$ cat src/rtl/common.sv
// Shared definitions for the pipeline hazard controller.
// Holds the hazard FSM state type, register-index width, datapath width
// and the source/destination match helper used by hazard detection.
package common;

  localparam int unsigned REGISTER_WIDTH = 32;
  localparam int unsigned REG_IDX_W      = 5;
  localparam int unsigned STALL_CNT_W    = 32;

  typedef enum logic [1:0] {
    RUN      = 2'd0,
    MC_WAIT  = 2'd1,
    REDIRECT = 2'd2
  } hazard_state_t;

  // True when an instruction actually reads source register src and it equals dst.
  function automatic logic src_matches(input logic                 uses,
                                       input logic [REG_IDX_W-1:0] src,
                                       input logic [REG_IDX_W-1:0] dst);
    return uses && (src == dst);
  endfunction

endpackage

$ cat src/rtl/saturating_counter.sv
// Saturating up-counter.
// Ports:
//   clk   - rising-edge clock
//   reset - asynchronous active-high clear
//   inc   - count enable for this cycle
//   count - current value; sticks at all-ones
module saturating_counter #(
  parameter int unsigned WIDTH = 32
) (
  input  logic             clk,
  input  logic             reset,
  input  logic             inc,
  output logic [WIDTH-1:0] count
);

  // Increment unless already at the all-ones ceiling.
  always_ff @(posedge clk or posedge reset) begin
    if (reset) begin
      count <= '0;
    end else if (inc && (count != {WIDTH{1'b1}})) begin
      count <= count + WIDTH'(1);
    end
  end

endmodule

$ cat src/rtl/pipeline_hazard_controller.sv
// Decode/execute hazard controller for an in-order pipeline.
// Handles taken-branch flush (plus one redirect cycle), one-cycle load-use
// stalls with bubble insertion, and stalling while a multi-cycle MUL/DIV runs.
// Ports:
//   clk, reset                      - clock, async active-high reset
//   id_*                            - decode-stage instruction description
//   ex_branch_taken                 - execute-stage branch resolution
//   mc_done                         - multi-cycle unit result pulse
//   stall_fetch/stall_decode        - combinational hold of fetch/decode
//   flush_decode                    - combinational decode invalidate
//   ex_valid/ex_rd/ex_is_load       - registered execute-stage state
//   mc_start                        - registered start pulse to multi-cycle unit
//   stall_cycles                    - saturating count of stall_decode cycles
module pipeline_hazard_controller
  import common::*;
(
  input  logic                   clk,
  input  logic                   reset,
  input  logic                   id_valid,
  input  logic [REG_IDX_W-1:0]   id_rs1,
  input  logic [REG_IDX_W-1:0]   id_rs2,
  input  logic                   id_uses_rs1,
  input  logic                   id_uses_rs2,
  input  logic [REG_IDX_W-1:0]   id_rd,
  input  logic                   id_is_load,
  input  logic                   id_is_multicycle,
  input  logic                   ex_branch_taken,
  input  logic                   mc_done,
  output logic                   stall_fetch,
  output logic                   stall_decode,
  output logic                   flush_decode,
  output logic                   ex_valid,
  output logic [REG_IDX_W-1:0]   ex_rd,
  output logic                   ex_is_load,
  output logic                   mc_start,
  output logic [STALL_CNT_W-1:0] stall_cycles
);

  hazard_state_t          state;
  hazard_state_t          state_nxt;
  logic                   ex_valid_nxt;
  logic [REG_IDX_W-1:0]   ex_rd_nxt;
  logic                   ex_is_load_nxt;
  logic                   mc_start_nxt;
  logic                   stall;
  logic                   flush;
  logic                   load_use;
  logic                   do_issue;

  // Load in execute whose nonzero destination is read by the decode instruction.
  assign load_use = ex_valid && ex_is_load && (ex_rd != '0) && id_valid &&
                    (src_matches(id_uses_rs1, id_rs1, ex_rd) ||
                     src_matches(id_uses_rs2, id_rs2, ex_rd));

  // Next-state and combinational stall/flush decode.
  always_comb begin
    state_nxt      = state;
    ex_valid_nxt   = ex_valid;
    ex_rd_nxt      = ex_rd;
    ex_is_load_nxt = ex_is_load;
    mc_start_nxt   = 1'b0;
    stall          = 1'b0;
    flush          = 1'b0;
    do_issue       = 1'b0;

    case (state)
      RUN: begin
        if (ex_valid && ex_branch_taken) begin
          flush          = 1'b1;
          ex_valid_nxt   = 1'b0;
          ex_rd_nxt      = '0;
          ex_is_load_nxt = 1'b0;
          state_nxt      = REDIRECT;
        end else begin
          do_issue = 1'b1;
        end
      end
      MC_WAIT: begin
        // Execute contents hold until the unit reports done.
        if (mc_done) begin
          do_issue = 1'b1;
        end else begin
          stall = 1'b1;
        end
      end
      REDIRECT: begin
        flush          = 1'b1;
        ex_valid_nxt   = 1'b0;
        ex_rd_nxt      = '0;
        ex_is_load_nxt = 1'b0;
        state_nxt      = RUN;
      end
      default: begin
        state_nxt = RUN;
      end
    endcase

    // Shared issue path: bubble on load-use, otherwise advance decode.
    if (do_issue) begin
      if (load_use) begin
        stall          = 1'b1;
        ex_valid_nxt   = 1'b0;
        ex_rd_nxt      = '0;
        ex_is_load_nxt = 1'b0;
        state_nxt      = RUN;
      end else begin
        ex_valid_nxt   = id_valid;
        ex_rd_nxt      = id_valid ? id_rd : '0;
        ex_is_load_nxt = id_valid && id_is_load;
        if (id_valid && id_is_multicycle) begin
          state_nxt    = MC_WAIT;
          mc_start_nxt = 1'b1;
        end else begin
          state_nxt    = RUN;
        end
      end
    end
  end

  assign stall_fetch  = stall;
  assign stall_decode = stall;
  assign flush_decode = flush;

  // State and registered outputs.
  always_ff @(posedge clk or posedge reset) begin
    if (reset) begin
      state      <= RUN;
      ex_valid   <= 1'b0;
      ex_rd      <= '0;
      ex_is_load <= 1'b0;
      mc_start   <= 1'b0;
    end else begin
      state      <= state_nxt;
      ex_valid   <= ex_valid_nxt;
      ex_rd      <= ex_rd_nxt;
      ex_is_load <= ex_is_load_nxt;
      mc_start   <= mc_start_nxt;
    end
  end

  saturating_counter #(
    .WIDTH (STALL_CNT_W)
  ) u_stall_ctr (
    .clk   (clk),
    .reset (reset),
    .inc   (stall),
    .count (stall_cycles)
  );

endmodule

$ cat config.mk
export PLATFORM = sky130hd
export DESIGN_NAME = pipeline_hazard_controller
export DESIGN_NICKNAME = d
export VERILOG_FILES = /design/src/rtl/common.sv /design/src/rtl/saturating_counter.sv /design/src/rtl/pipeline_hazard_controller.sv
export SDC_FILE = /design/constraint.sdc
export NUM_CORES = 1
export LEC_CHECK = 0
export CAP_MARGIN = 20
export CORE_MARGIN = 3
export CORE_UTILIZATION = 27
export DETAILED_ROUTE_END_ITERATION = 6
export PLACE_DENSITY = 0.65
export SYNTH_ARGS = -nofsm -noshare
export SYNTH_HDL_FRONTEND = slang
export SYNTH_SLANG_ARGS = --single-unit
$ cat constraint.sdc
create_clock -name clk -period 2.2 [get_ports clk]
set_input_delay 0.55 -clock clk [delete_from_list [all_inputs] [get_ports clk]]
set_output_delay 0.55 -clock clk [all_outputs]
set_load 0.01 [all_outputs]
==> metrics.csv <==
stage;metric;value;unit
logic_synthesis;#FFs+latches synth;42;
route;Post-Route WL;5940;microns
sta;final worst path period need;2.43;ns
finish;ANT cells;0;
clocking;# hold bufs at CTS;0;
logic_synthesis;Post-synth EDFFs;0;
sta;final hold violation count;0;
worst_setup_path;r2r startpoint;ex_rd[1]$_DFFE_PP0P_;
worst_setup_path;critical-path maximum fanout;3;
floorplan;area of the core;0.00733;sq mm
logic_synthesis;Synth Area per Inst;10.6;sq um
sta;Final Cycle Share;110;%
worst_setup_path;slowest stage delay, CP;0.39;ns
clocking;Clock Latency Late Sink;0.29;ns
finish;ratio of cells with drive above 1 in the final layout;31.7;%
min_path;hold path endpoint;state[1]$_DFFE_PP0P_;
route;Post-route DRC;0;
worst_setup_path;CP Data Required Time;1.65;ns
route;TritonRoute pass-1 iters;3;
logic_synthesis;most frequent cell after synthesis;dfrtp_1;
min_path;worst hold stages;1;
worst_setup_path;Reg2Reg Setup Slack;-0.09;ns
logic_synthesis;Synth Flop Type;dfrtp_1;
floorplan;Ports;67;
logic_synthesis;cells after synthesis;195;
logic_synthesis;Commonest cells post-synth;dfrtp_1, xor2_1, xnor2_1;
sta;Worst-Margin Slew;0.542;ns
global_routing;initial antenna violation count;0;
worst_setup_path;CP Capture Type;primary output;
placement;IO buf count;66;
sta;worst setup margin;-0.225;ns
logic_synthesis;Seq/Total Area, Yosys;51.0;%
floorplan;Die W;93.3;microns
worst_setup_path;Critical R2R Capture;u_stall_ctr.count[31]$_DFFE_PP0P_;
sta;slew margin rel.;63.9;%
sta;RSZ-0062 raised after global routing;yes;
pwr;Static Leak;1.76;nW
logic_synthesis;Syn Nets;220;
floorplan;row cnt;31;
logic_synthesis;most area-consuming cells after synthesis;dfrtp_1, xor2_1, xnor2_1, nor3_1, nand3_1;
clocking;Clock Tree Buf Depth;2;
sta;fin. max-slew vios;0;
finish;nets@finish;337;
placement;Placer Congestion;0.775;
clocking;CTS Buf Count;5;
finish;filler instances;650;
global_routing;global-route wire length before repair;9600;microns
route;total number of vias;1910;
floorplan;initial core utilization;28.1;%
finish;register area;0.00105;sq mm
worst_setup_path;Critical Path AT;1.88;ns
global_routing;Tot GR Track Use;13.9;%
placement;worst setup slack after placement;-0.622;ns
worst_setup_path;FF-to-FF path depth;12;
outcome;status;finished, violations left;
global_routing;total grt overflow;0;
finish;area of the multi-input gates;0.00126;sq mm
placement;DP Wirelength;4110;microns
sta;Setup violations, final;19;
worst_setup_path;critical path's slowest cell;or3_1;
logic_synthesis;top-area cell type share of the netlist area;51.0;%
route;DR iter-0 viols;32;
job;MaxCap Viol Count;0;
route;WL per Instance;14.5;microns
sta;FMAX;412;MHz
clocking;clock slew at reported path FFs;0.08;ns
outcome;failing checks;negative setup slack;
route;vias per cell;4.65;
clocking;H-tree depth;2;
min_path;Hold Path Class;register to register;
pwr;Pwr per Cell Area;560;mW/mm^2
min_path;HP Start;state[1]$_DFFE_PP0P_;
floorplan;Die H;93.3;microns
global_routing;largest net degree at the start of global routing;43;
pwr;maximum VDD drop;0.000474;V
global_routing;vias in the first global route;1986;
sta;setup_tns;-0.940;ns
route;Routed Antenna Nets;0;
logic_synthesis;Yosys cell types;32;
sta;Post-Route Skew;0.00366;ns
logic_synthesis;ys async rst share;100;%
worst_setup_path;Buf+Inv Stages, Crit Path;2;
logic_synthesis;Yosys Warn Count;0;
worst_setup_path;Cell Chain, Critical Path;or3_1 -> o311a_1 -> a31o_2 -> buf_4 -> buf_6;
worst_setup_path;CP delay by family, top;compound AO/OA/AOI/OAI gates;
finish;synthesis-to-layout area growth;74.4;%
clocking;# clock sinks;42;
logic_synthesis;largest area contributor in the netlist;dfrtp_1;
floorplan;Die ar.;0.00871;sq mm
worst_setup_path;Crit Path Category;register to primary output;
clocking;Root Buffer Master;clkbuf_8;
logic_synthesis;synthesized area;0.00206;sq mm
clocking;CTS tree;yes;
worst_setup_path;startpoint types;register;
logic make-up (layout without fill, tap and decap cells):
kind of cell | count (synthesis) | count (layout) | synth area share, %
XOR/XNOR | 41 | 41 | 17.4
multiplexers | 1 | 1 | 0.547
flip-flops | 42 | 42 | 51.0
AO/OA/AOI/OAI | 15 | 15 | 6.68
buffers and inverters | 12 | 129 | 3.10
adder cells (fa/ha/maj) | 1 | 1 | 0.607
AND/OR/NAND/NOR | 83 | 83 | 20.6
worst register-to-register path, stage by stage, from the launching register on:
cell	delay (ns)
dfrtp_1	0.38
buf_4	0.13
buf_6	0.12
xnor2_2	0.11
nand4_1	0.13
o22ai_2	0.22
a31o_2	0.20
buf_4	0.14
o31ai_4	0.12
buf_6	0.15
buf_4	0.13
nor4_4	0.24
xnor2_1	0.14
stage by stage:
stage | util, % | hold WS, ns | instances | total power [mW] | instance area (sq um)
final | 49.0 | 0.463 | 411 | 2.01 | 3590
after global routing | 49.0 | 0.502 | 411 | 2.12 | 3590
after CTS | 47.2 | 0.473 | 407 | 2.01 | 3460
after detailed placement | 42.4 | 0.462 | 390 | 1.46 | 3110
after global placement | 42.4 | 0.444 | 390 | 1.46 | 3110
after floorplan | - | 0.434 | 195 | 1.16 | 2080
how the worst max path moves through the flow:
stage | startpoint | to | slack, ns | depth (start not counted)
final | ex_rd[1]$_DFFE_PP0P_ | stall_decode | -0.23 | 5
after global routing | ex_rd[1]$_DFFE_PP0P_ | stall_decode | -0.29 | 5
after CTS | ex_rd[1]$_DFFE_PP0P_ | stall_decode | -0.23 | 5
after detailed placement | id_rs1[4] | stall_fetch | -0.62 | 6
after global placement | id_rs1[1] | stall_fetch | -0.55 | 6
after floorplan | u_stall_ctr.count[21]$_DFFE_PP0P_ | u_stall_ctr.count[1]$_DFFE_PP0P_ | -0.03 | 7
cell usage in the layout, fill, tap and decap left out, types with 2 or more instances in the layout:
master	instances
a21boi_1	2
a22o_1	6
and3_1	2
and3_4	2
buf_12	2
buf_4	39
buf_6	6
clkbuf_1	2
clkbuf_8	5
clkdlybuf4s50_1	52
dfrtp_1	41
dlygate4sd2_1	11
inv_1	9
nand2_1	14
nand3_1	13
nand4_1	6
nor2_1	8
nor2_2	5
nor2_4	3
nor3_2	6
nor3_4	8
nor4_4	5
xnor2_1	13
xnor2_2	4
xor2_1	24
routing by layer:
metal	wire length (microns)	GRT usage, %
met1	2580	17.5
met2	2890	23.0
met4	78	5.01
met5	0	0
met3	391	3.62
repair_timing:
| action | 4_1_cts | 5_1_grt |
|---|---|---|
| endpoints found under the setup margin | 32 | 35 |
| pin swaps | 11 | 19 |
| resized for setup | 60 | 29 |
| buffers inserted | 11 | 9 |
| cloned | 1 | 0 |
sequential cells by signal (all words and copies together), names as in the netlist:
register and cells:
ex_valid 1, ex_is_load 1, ex_rd 5, mc_start 1, u_stall_ctr.count 32, state 2
area by class of cell:
type	instances	share of cell area, %
Multi-Input combinational cell	141	35.2
Sequential cell	42	29.3
Timing Repair Buffer	113	29.0
Tap cell	99	3.45
Clock buffer	7	2.13
Inverter	9	0.941
where the power goes:
| part | total (mW) | internal [mW] | switching, mW |
|---|---|---|---|
| clock | 0.475 | 0.219 | 0.257 |
| combinational | 0.629 | 0.348 | 0.281 |
| sequential | 0.908 | 0.836 | 0.0724 |
| total | 2.01 | 1.40 | 0.609 |
Power figures use the tool's default switching activity.
==> RTL edit 1 (same settings) <==
`STALL_CNT_W`: 32 -> 64.
--- a/src/rtl/common.sv
+++ b/src/rtl/common.sv
@@ -6,5 +6,5 @@
   localparam int unsigned REGISTER_WIDTH = 32;
   localparam int unsigned REG_IDX_W      = 5;
-  localparam int unsigned STALL_CNT_W    = 32;
+  localparam int unsigned STALL_CNT_W    = 64;
 
   typedef enum logic [1:0] {
Interface: changed (resized stall_cycles); port bits go from 67 to 99. No check against the original RTL was run, so the function may have changed too.
==> RTL edit 1 against the unedited design <==
The flow still finishes with violations (negative setup slack). Worst hold slack improved by 0.026 ns. Critical path depth rose by 1. Global-route usage rose by 1.1 points. Final area rose by 87%. Wire length rose by 120%. Synthesized area rose by 89%. Sequential cell count rose by 32. Count of clock-buffer cells in the layout rose by 4. Power rose by 77%. Clock skew rose by 0.0049 ns. Non-clock buffer count rose by 61. Setup slack got worse by 0.061 ns. Register-to-register slack got worse by 0.05 ns. Critical path type unchanged.
==> RTL edit 1: results (changes against the unedited design) <==
status finished, violations left; failing checks negative setup slack; global placer's final weighted congestion 0.811 (+4.7%); CTS buffer count 9 (+4); slowest CP cell or4_4; comb pwr 0.730 mW (+16%); Non-Clock Buffer Count 174 (+54%); Layout fillers 1267 (+95%); min setup slack post-route -0.286 ns (-0.0609 ns); Sequential Area 1850 sq um (+76%); R2R Setup Slk -0.14 ns (-0.05 ns); CLK BUF 11 (+4); Critical R2R Capture u_stall_ctr.count[1]$_DFFE_PP0P_; Pre-Repair DR Iteration Count 4 (+1); DR iter-0 viols 197 (+520%); vias 3601 (+89%); Clock Skews 0.00856 ns (+0.00490 ns); IR Drop Worst-Case VDD 0.418 mV (-12%); Netlist cell types 47 (+47%); Setup Viol. Count Final 54 (+35); Worst Setup SP ex_rd[3]$_DFFE_PP0P_; count of multi-input gates 275 (+95%); Arrival @ worst endpoint 1.94 ns (+0.06 ns); Via-to-Cell Ratio 4.96 (+6.7%); Synth area leaders dfrtp_1, xor2_1, nor3_1, nand3_1, xnor2_1; Leakage 3.05 nW (+73%); hold_sp u_stall_ctr.count[25]$_DFFE_PP0P_; vias in the first global route 3715 (+87%); top cell family by delay on the critical path simple AND/OR/NAND/NOR gates; first-pass GRT wire length 19.2 mm (+100%); Non-CTS inverters 7 (-2); routed len/inst 17.8 um (+23%); Avg Cell Area, Syn 10.5 sq um (-0.26%); synth-to-layout area growth 71.9%; Placed Instance Area 5470 sq um (+76%); seq pwr 1.49 mW (+64%); Mapped Nets 395 (+80%); FFs & Latches 74 (+76%); Metal-1 WL 5.47 mm (+110%); Detail Route met3 WL 770 um (+97%); placed cells 688 (+76%); share of layout cells above drive strength 1 33.2% (+1.4 points); met2 routed WL 6.51 mm (+130%); sequential area share after synthesis 47.5% (-3.5 points); global-route total usage across every layer 15.0% (+1.1 points); hpwl dp 7.94 mm (+93%); Clock Pin Slew Worst Setup and Hold Paths 0.06 ns (-0.02 ns); worst skew pair latency 0.34 ns (+0.05 ns); M2 GR Usage 25.4% (+2.3 points); crit-path max FO 2 (-1); Largest regs u_stall_ctr.count: 64 flops, ex_rd: 5 flops, state: 2 flops; footprint of the multi-input gates 2520 sq um (+100%)
## RTL edit 1: cell count changes after synthesis, moves of 6 or more
cell,delta
and3_1,+7
buf_2,+6
dfrtp_1,+32
nand2_1,+7
nand3_1,+13
nand4_1,+13
nor3_1,+18
xor2_1,+35
## RTL edit 1: repair_timing
action                                  4_1_cts  5_1_grt
pin swaps                                    20       36
buffers inserted                              3       10
hold endpoints to repair                      0        0
gates cloned                                  3        6
gates resized for setup                      54       71
endpoints found under the setup margin       53       67
## RTL edit 1: kinds of logic (layout without fill, tap and decap cells)
group                    Yosys count  in the layout  share of synthesized area (%)
AO/OA/AOI/OAI                     17             17                           3.92
XOR/XNOR                          73             73                           16.4
buffers and inverters             21            197                           2.99
AND/OR/NAND/NOR                  183            183                           28.6
flip-flops                        74             74                           47.5
adder cells (fa/ha/maj)            1              1                          0.321
multiplexers                       1              1                          0.289
==> RTL edit 2 (same settings) <==
Made on the original files. The 3 states of `hazard_state_t` get a one-hot encoding in 3 bits.
--- a/src/rtl/common.sv
+++ b/src/rtl/common.sv
@@ -8,8 +8,8 @@
   localparam int unsigned STALL_CNT_W    = 32;
 
-  typedef enum logic [1:0] {
-    RUN      = 2'd0,
-    MC_WAIT  = 2'd1,
-    REDIRECT = 2'd2
+  typedef enum logic [2:0] {
+    RUN      = 3'b001,
+    MC_WAIT  = 3'b010,
+    REDIRECT = 3'b100
   } hazard_state_t;
 
Check against the original RTL: no difference found for any inputs over 10 cycles, from zero or initial values and one cycle with reset high; not proved beyond that.
==> RTL edit 2 against the unedited design <==
The run still ends with negative setup slack left. Power is 28% higher. Sequential cell count rose by 1. Combinational power increased by 72%. Worst hold slack gained 0.048 ns. Core utilization up 0.66 points. Setup slack improved by 0.041 ns. Via count fell by 2.4%. Synthesized area is 0.67% higher. Wire length grew 1.4%. Register-to-register slack worse by 0.04 ns. Critical path type unchanged. Final area rose by 1.9%. Synthesized cell count fell by 2.6%. Sequential power is 9.5% higher.
==> RTL edit 2: results (changes against the unedited design) <==
status finished, violations left; failing checks negative setup slack; hold worst-path end u_stall_ctr.count[29]$_DFFE_PP0P_; vias in the first global route 1932 (-2.7%); adder-cell share of the synthesized area 0.604% (-0.0040 points); hpwl dp 3.77 mm (-8.2%); min setup slack post-route -0.184 ns (+0.0413 ns); first-pass GRT wire length 9.63 mm (+0.29%); Hold WS 0.512 ns (+0.0482 ns); Clock Skews 0.0121 ns (+0.00846 ns); share of layout cells above drive strength 1 33.2% (+1.5 points); Via-to-Cell Ratio 4.70 (+1.1%); DR iter-0 viols 73 (+130%); Post-Layout Cell Count 397 (-3.4%); post-CTS sizing 63 (+5.0%); sequential area share after synthesis 52.0% (+0.93 points); final core utilization 49.6% (+0.66 points); Setup Viol. Count Final 27 (+8); most frequent cells after synthesis dfrtp_1, xnor2_1, nand3_1, nand4_1, nor2_1; WL final 6.03 mm (+1.4%); R2R Setup Slk -0.13 ns (-0.04 ns); met3 Use GR 3.14% (-0.48 points); Worst Setup SP ex_rd[0]$_DFFE_PP0P_; Netlist cell types 38 (+19%); Nets 322 (-4.5%); M2 GR Usage 23.2% (+0.12 points); Placed Instance Area 3010 sq um (-3.1%); worst setup path end stall_fetch; placed cells 371 (-4.9%); Worst Max-Slew Pin Slew 0.541 ns (-0.00125 ns); Mapped Cells 190 (-2.6%); Synth Area in Compound Gates 6.04% (-0.65 points); Largest regs u_stall_ctr.count: 32 flops, ex_rd: 5 flops, state: 3 flops; Post-CTS Setup Bufs 10 (-1); Detail Route met3 WL 291 um (-26%); M1 GR Usage 18.4% (+0.93 points); Synth area leaders dfrtp_1, xnor2_1, nand4_1, nand3_1, xor2_1; Total Neg Setup Slack -2.45 ns (-1.51 ns); Leakage 1.69 nW (-4.2%); hold_sp u_stall_ctr.count[29]$_DFFE_PP0P_; worst reg2reg path depth 10 (-2); Layout fillers 658 (+1.2%); global-route total usage across every layer 13.9% (about the same); DP Worst Slack -0.706 ns (-0.0837 ns); worst r2r src ex_rd[0]$_DFFE_PP0P_; mux cell area share after synthesis 1.03% (+0.48 points); clk buf depth 2 (unchanged); largest net degree at the start of global routing 44 (+2.3%)
[RTL edit 2: changes by cell type after synthesis, sizes merged, moves of 3 or more]
cell | unedited run | this run
inv | 9 | 4
xor2 | 24 | 7
nand2 | 14 | 11
nor3 | 15 | 7
nor4 | 6 | 0
nor2 | 16 | 12
and4 | 0 | 3
nand4 | 7 | 14
and2 | 1 | 4
xnor2 | 17 | 33
[RTL edit 2: area by class of cell]
type / count / share of cell area [%]
sequential: 43 / 29.5
clock inverter: 2 / 0.342
tap: 99 / 3.39
multi-input combinational: 138 / 34.7
inverter: 4 / 0.410
timing repair buffer: 105 / 29.7
clock buffer: 6 / 1.98
[RTL edit 2: critical path, stage by stage, from the launching register on]
cell and delay [ns]:
dfrtp_1 0.40, or3_1 0.38, o311a_1 0.34, a31o_4 0.27, buf_2 0.14
[RTL edit 2: report_power, final]
part	leakage, nW	switching [mW]	internal (mW)
sequential	0.576	0.0899	0.904
clock	0.0412	0.285	0.222
combinational	1.07	0.438	0.642
total	1.69	0.813	1.77
